--- src/rtl/expo_bcd_display.sv ---
`default_nettype none
// ============================================================================
// Module   : expo_bcd_display
// Purpose  : Converts the 2.16 fixed-point exponential result to BCD (truncated)
//            and shows it on a multiplexed, active-low 7-segment display.
// Revision : 1.0 - initial release
// ============================================================================
module expo_bcd_display #(
    parameter int FRAC_DIGITS = 4,
    parameter int SCAN_DIV    = 150000
) (
    input  logic                       Ref_Clk,
    input  logic                       rst,
    input  logic                       done_expo,
    input  logic [1:0]                 intpart,
    input  logic [15:0]                fracpart,
    output logic [3:0]                 bcd_int,
    output logic [4*FRAC_DIGITS-1:0]   bcd_frac,
    output logic                       bcd_valid,
    output logic                       busy,
    output logic                       overrun,
    output logic [6:0]                 seg,
    output logic                       dp,
    output logic [FRAC_DIGITS:0]       anode
);

    localparam int FW = 4 * FRAC_DIGITS;
    localparam int AW = FRAC_DIGITS + 1;
    localparam int CW = (SCAN_DIV > 1) ? $clog2(SCAN_DIV) : 1;
    localparam int IW = $clog2(FRAC_DIGITS + 1);

    localparam logic [CW-1:0] C_SCAN_LAST = CW'(SCAN_DIV - 1);
    localparam logic [IW-1:0] C_IDX_LAST  = IW'(FRAC_DIGITS);
    localparam logic [2:0]    C_DIG_LAST  = 3'(FRAC_DIGITS - 1);

    typedef enum logic [1:0] {
        ST_IDLE = 2'd0,
        ST_CONV = 2'd1,
        ST_DONE = 2'd2
    } state_t;

    state_t          state_q, state_d;
    logic            done_q, done_d;
    logic [1:0]      int_q, int_d;
    logic [15:0]     frac_q, frac_d;
    logic [FW-1:0]   shift_q, shift_d;
    logic [2:0]      dcnt_q, dcnt_d;
    logic [3:0]      bcd_int_q, bcd_int_d;
    logic [FW-1:0]   bcd_frac_q, bcd_frac_d;
    logic            valid_q, valid_d;
    logic            busy_q, busy_d;
    logic            overrun_q, overrun_d;

    logic [CW-1:0]   scan_q, scan_d;
    logic [IW-1:0]   idx_q, idx_d;
    logic [6:0]      seg_q, seg_d;
    logic            dp_q, dp_d;
    logic [AW-1:0]   anode_q, anode_d;

    logic            w_rise;
    logic [19:0]     w_prod;
    logic [3:0]      w_digit;
    logic [FW-1:0]   w_shift_next;
    logic [3:0]      w_sel_digit;

    assign w_rise  = done_expo & ~done_q;
    // F*10 as (F<<3)+(F<<1); the overflow above bit 15 is the next decimal digit.
    assign w_prod  = {1'b0, frac_q, 3'b000} + {3'b000, frac_q, 1'b0};
    assign w_digit = w_prod[19:16];

    generate
        if (FRAC_DIGITS == 1) begin : g_shift_single
            assign w_shift_next = w_digit;
        end else begin : g_shift_multi
            assign w_shift_next = {shift_q[FW-5:0], w_digit};
        end
    endgenerate

    function automatic logic [6:0] seg_decode(input logic [3:0] d);
        logic [6:0] s;
        case (d)
            4'd0:    s = 7'b1000000;
            4'd1:    s = 7'b1111001;
            4'd2:    s = 7'b0100100;
            4'd3:    s = 7'b0110000;
            4'd4:    s = 7'b0011001;
            4'd5:    s = 7'b0010010;
            4'd6:    s = 7'b0000010;
            4'd7:    s = 7'b1111000;
            4'd8:    s = 7'b0000000;
            4'd9:    s = 7'b0010000;
            default: s = 7'b1111111;
        endcase
        return s;
    endfunction

    always_comb begin
        state_d    = state_q;
        done_d     = done_expo;
        int_d      = int_q;
        frac_d     = frac_q;
        shift_d    = shift_q;
        dcnt_d     = dcnt_q;
        bcd_int_d  = bcd_int_q;
        bcd_frac_d = bcd_frac_q;
        valid_d    = 1'b0;
        busy_d     = busy_q;
        overrun_d  = overrun_q;

        // A rise is never queued: while busy it only flags the loss.
        if (w_rise && busy_q) begin
            overrun_d = 1'b1;
        end

        case (state_q)
            ST_IDLE: begin
                if (w_rise) begin
                    int_d     = intpart;
                    frac_d    = fracpart;
                    shift_d   = '0;
                    dcnt_d    = '0;
                    busy_d    = 1'b1;
                    overrun_d = 1'b0;
                    state_d   = ST_CONV;
                end
            end
            ST_CONV: begin
                frac_d  = w_prod[15:0];
                shift_d = w_shift_next;
                dcnt_d  = dcnt_q + 3'd1;
                if (dcnt_q == C_DIG_LAST) begin
                    state_d = ST_DONE;
                end
            end
            ST_DONE: begin
                bcd_int_d  = {2'b00, int_q};
                bcd_frac_d = shift_q;
                valid_d    = 1'b1;
                busy_d     = 1'b0;
                state_d    = ST_IDLE;
            end
            default: begin
                state_d = ST_IDLE;
            end
        endcase
    end

    always_comb begin
        w_sel_digit = bcd_int_q;
        for (int j = 1; j <= FRAC_DIGITS; j++) begin
            if (idx_q == IW'(j)) begin
                w_sel_digit = bcd_frac_q[4*(FRAC_DIGITS-j) +: 4];
            end
        end
    end

    always_comb begin
        scan_d = scan_q + CW'(1);
        idx_d  = idx_q;
        if (scan_q == C_SCAN_LAST) begin
            scan_d = '0;
            idx_d  = (idx_q == C_IDX_LAST) ? '0 : idx_q + IW'(1);
        end
        seg_d   = seg_decode(w_sel_digit);
        dp_d    = (idx_q != '0);
        anode_d = ~(AW'(1) << idx_q);
    end

    always_ff @(posedge Ref_Clk or negedge rst) begin
        if (!rst) begin
            state_q    <= ST_IDLE;
            done_q     <= 1'b0;
            int_q      <= '0;
            frac_q     <= '0;
            shift_q    <= '0;
            dcnt_q     <= '0;
            bcd_int_q  <= '0;
            bcd_frac_q <= '0;
            valid_q    <= 1'b0;
            busy_q     <= 1'b0;
            overrun_q  <= 1'b0;
        end else begin
            state_q    <= state_d;
            done_q     <= done_d;
            int_q      <= int_d;
            frac_q     <= frac_d;
            shift_q    <= shift_d;
            dcnt_q     <= dcnt_d;
            bcd_int_q  <= bcd_int_d;
            bcd_frac_q <= bcd_frac_d;
            valid_q    <= valid_d;
            busy_q     <= busy_d;
            overrun_q  <= overrun_d;
        end
    end

    always_ff @(posedge Ref_Clk or negedge rst) begin
        if (!rst) begin
            scan_q  <= '0;
            idx_q   <= '0;
            seg_q   <= 7'b1000000;
            dp_q    <= 1'b0;
            anode_q <= ~AW'(1);
        end else begin
            scan_q  <= scan_d;
            idx_q   <= idx_d;
            seg_q   <= seg_d;
            dp_q    <= dp_d;
            anode_q <= anode_d;
        end
    end

    assign bcd_int   = bcd_int_q;
    assign bcd_frac  = bcd_frac_q;
    assign bcd_valid = valid_q;
    assign busy      = busy_q;
    assign overrun   = overrun_q;
    assign seg       = seg_q;
    assign dp        = dp_q;
    assign anode     = anode_q;

endmodule
`default_nettype wire

--- config.mk ---
export PLATFORM = sky130hd
export DESIGN_NAME = expo_bcd_display
export DESIGN_NICKNAME = d
export VERILOG_FILES = /design/src/rtl/expo_bcd_display.sv
export SDC_FILE = /design/constraint.sdc
export NUM_CORES = 1
export LEC_CHECK = 0
export ABC_AREA = 1
export ABC_CLOCK_PERIOD_IN_PS = 2200
export CORE_ASPECT_RATIO = 1.2
export CORE_MARGIN = 2
export CORE_UTILIZATION = 30
export CTS_BUF_LIST = sky130_fd_sc_hd__clkbuf_4 sky130_fd_sc_hd__clkbuf_8
export DETAILED_ROUTE_END_ITERATION = 10
export PLACE_DENSITY = 0.59
export SLEW_MARGIN = 20
export SYNTH_ARGS = -nofsm -noshare
export SYNTH_HDL_FRONTEND = slang
export SYNTH_SLANG_ARGS = --single-unit
--- constraint.sdc ---
create_clock -name Ref_Clk -period 2.2 [get_ports Ref_Clk]
set_input_delay 0.22 -clock Ref_Clk [delete_from_list [all_inputs] [get_ports Ref_Clk]]
set_output_delay 0.22 -clock Ref_Clk [all_outputs]
set_load 0.02 [all_outputs]
==> impl_metrics.csv <==
group,metric,value,unit
status,status,"complete, no violations",
power,power_frac_clock,14.9,%
power,p_comb_share,52.7,%
timing,timing.fmax,0.503,GHz
cells_and_area,multi_input_area,0.00237,mm2
cts,cts_tree,"built",
die,die_y,149,um
grt,grt_max_degree,95,
detailed_routing,wl,11.7,mm
power,p_seq_share,32.4,%
detailed_routing,drc,0,
timing,final.setup.tns,0,ns
cells_and_area,nNetsFinal,787,
grt,antenna_found_initial,0,
cells_and_area,final_common_cell,"nand2_1",
cells_and_area,final_cell_mix,"197 x nand2_1, 101 x inv_1, 89 x dfrtp_1",
cells_and_area,syn_to_final_growth,19.4,%
die,initial_core_util,30.8,%
timing,drv_slew,0,
timing,maxSlewHeadroom,58.4,%
power,p_sw,0.00370,W
timing,setup_ws,0.210,ns
power,powerDensity,1310,mW/mm2
die,die-area,0.0185,mm2
power,sw_frac_of_total,45.2,%
timing,min_period_over_period,90.4,%
cts,ctsRootBufferMaster,"clkbuf_8",
logic_synthesis,ys_seq_area_share,45.1,%
power,p_leak,3.12,nW
cts,clk_pin_slew,0.11,ns
logic_synthesis,yosys.cell_types.count,38,
grt,first_global_vias,4201,
grt,grt_use_met1,16.6,%
die,rows,52,
worst_setup_path,arrival,2.27,ns
die,die_w,124,um
placement,port_buffers,54,
timing,hold_viol_final,0,
die,coreArea,0.0170,mm2
worst_setup_path,cp.required,2.48,ns
detailed_routing,via_per_inst,4.52,
timing,period_needed,1.99,ns
timing,fin_skew,0.0158,ns
flow_run,maxCapViolCount,0,
logic_synthesis,syn_inst,678,
detailed_routing,vias,4335,
worst_setup_path,crit_fanout,4,
placement,globalplace.congestion,0.844,
cts,cts_setup_buffers,0,
cells_and_area,seq_area,0.00236,mm2
grt,grtUsageMet2,23.1,%
cts,insertion_delay,0.38,ns
grt,grt-ovfl-total,0,
logic_synthesis,syn_area_per_cell,7.70,um2
grt,grt_pass1_wl,20.0,mm
cts,cts_buffer_depth,2,
cts,cts_sinks,94,
worst_setup_path,worstSetupPathType,"register to register",
grt,grt_busiest_layer,"met2",
die,io_pins,57,
cells_and_area,drive_above_1_share,7.94,%
placement,dp_slack,0.181,ns
detailed_routing,wl_per_cell,12.2,um
min_path,hold_class,"input port to register",
timing,tightest_slew,0.623,ns
cells_and_area,n_fill_cell,1778,
timing,finalSetupViolCount,0,
cells_and_area,diodes,0,
worst_setup_path,cp-end-kind,"register",
placement,dp_hpwl,8.75,mm
cts,cts_buffers,9,
logic_synthesis,synth_seq_cells,94,
logic_synthesis,netlist_area,0.00522,mm2
logic_synthesis,ys_warn_count,0,
detailed_routing,ant_nets,0,
detailed_routing,firstDrtPassIters,4,
grt,grt_use_met3,2.45,%
detailed_routing,drt_iter0_drc,255,
cts,h-tree-depth,3,
grt,track_usage,13.4,%
power,internal-power,0.00449,W
worst_setup_path,crit_path_start_kind,"register",
timing,rsz0062_at_grt,"false",
power,ir_drop,0.000434,V
flip-flops by register name (all words and copies together) (netlist names):
| signal | cells |
|---|---|
| idx_q | 3 |
| anode | 5 |
| frac_q | 16 |
| done_q | 1 |
| bcd_valid | 1 |
| seg | 7 |
| bcd_int | 2 |
| state_q | 2 |
| scan_q | 18 |
| shift_q | 16 |
| dcnt_q | 3 |
| busy | 1 |
| int_q | 2 |
| bcd_frac | 16 |
| overrun | 1 |
Yosys cell counts:
cell type,n,area (um2)
clkinv_2,1,5.00
xnor2_1,4,35.0
nand2_1,197,739
conb_1,1,3.75
dfrtp_1,89,2230
buf_6,1,11.3
nand2_2,10,62.6
nor3_1,9,45.0
a21oi_1,15,75.1
clkbuf_1,4,15.0
nor3_4,1,16.3
xor2_1,9,78.8
o31ai_1,1,7.51
fa_1,1,20.0
o21ai_1,1,5.00
inv_1,101,379
buf_2,6,30.0
nor3_2,1,10.0
nand4_1,7,43.8
inv_2,8,30.0
o21ai_0,36,180
nand2_4,2,22.5
o211ai_1,3,22.5
o21ai_2,1,8.76
a31oi_1,2,12.5
nand3b_1,5,37.5
or2_2,1,6.26
a22o_1,3,26.3
ha_1,27,338
nand3_1,55,275
nor2_2,2,12.5
o22ai_1,10,62.6
clkinv_1,1,3.75
buf_4,3,22.5
or2_1,1,6.26
nand3_2,2,20.0
dfstp_2,5,131
nor2_1,52,195
cell type report:
type                       count  share of cell area (%)
clock buffer                   9                    1.99
clock inverter                 7                    1.26
inverter                     111                    6.70
multi-input combinational    460                    38.1
sequential                    94                    37.8
tap                          216                    4.33
timing repair buffer          62                    9.83
worst max-delay path, stage by stage (launching register included):
cell and delay (ns):
dfrtp_1 0.41, ha_1 0.22, ha_1 0.21, inv_1 0.11
buf_4 0.13, nand2_1 0.05, inv_1 0.04, nand2_1 0.05
nand2_1 0.06, nand2_2 0.08, ha_1 0.29, nand3_1 0.09
nand3_1 0.09, nand2_1 0.05
metal layers:
metal	share of wire [%]	up-vias
li1	-	2261
met1	45	1979
met2	49	75
met3	3.5	20
met4	2.3	0
met5	0	-
what timing repair did:
action,4_1_cts,5_1_grt
resized for setup,0,2
endpoints found under the setup margin,0,3
endpoints found under the hold margin,89,0
hold buffers,1,0
per-stage QoR:
stage / power (W) / utilization (%) / area, um2 / cells / hold WS (ns)
5_1_grt: 0.00902 / 36.7 / 6240 / 959 / 0.298
3_5_place_dp: 0.00702 / 35.5 / 6020 / 942 / 0.314
6_report: 0.00819 / 36.7 / 6240 / 959 / 0.310
3_3_place_gp: 0.00698 / 35.5 / 6020 / 942 / 0.314
2_1_floorplan: 0.00569 / - / 5230 / 679 / -0.0756
4_1_cts: 0.00828 / 36.7 / 6230 / 959 / 0.286
cell families (layout without fill, tap and decap cells):
logic type | after synthesis | count (layout) | synth area share [%]
AOI/OAI and AO/OA | 72 | 72 | 7.66
buffers and inverters | 125 | 189 | 9.51
xor gates and xnor gates | 13 | 13 | 2.18
and+or+nand+nor | 345 | 345 | 28.6
other | 1 | 2 | 0.0718
adders and majority gates | 28 | 28 | 6.85
DFF | 94 | 94 | 45.1
power groups by stage:
stage	Sequential (W)	Combinational [W]	Clock [W]
floorplan	0.00282	0.00287	0
global placement	0.00270	0.00428	0
detailed placement	0.00270	0.00432	0
CTS	0.00266	0.00435	0.00127
global route	0.00273	0.00495	0.00135
finish	0.00265	0.00431	0.00122
final timing paths:
path / startpoint / end / slack (ns) / depth (start not counted)
worst max-delay path: idx_q[0] / seg[3] / 0.21 / 13
worst min-delay path: done_expo / done_q / 0.31 / 1
max in group asynchronous: rst / bcd_frac[11] / 1.37 / 3
worst min register to register: shift_q[15] / bcd_frac[15] / 0.49 / 2
min in group asynchronous: rst / seg[5] / 0.41 / 3
worst max register to register: idx_q[0] / seg[3] / 0.21 / 13
(Power assumes the default switching activity.)
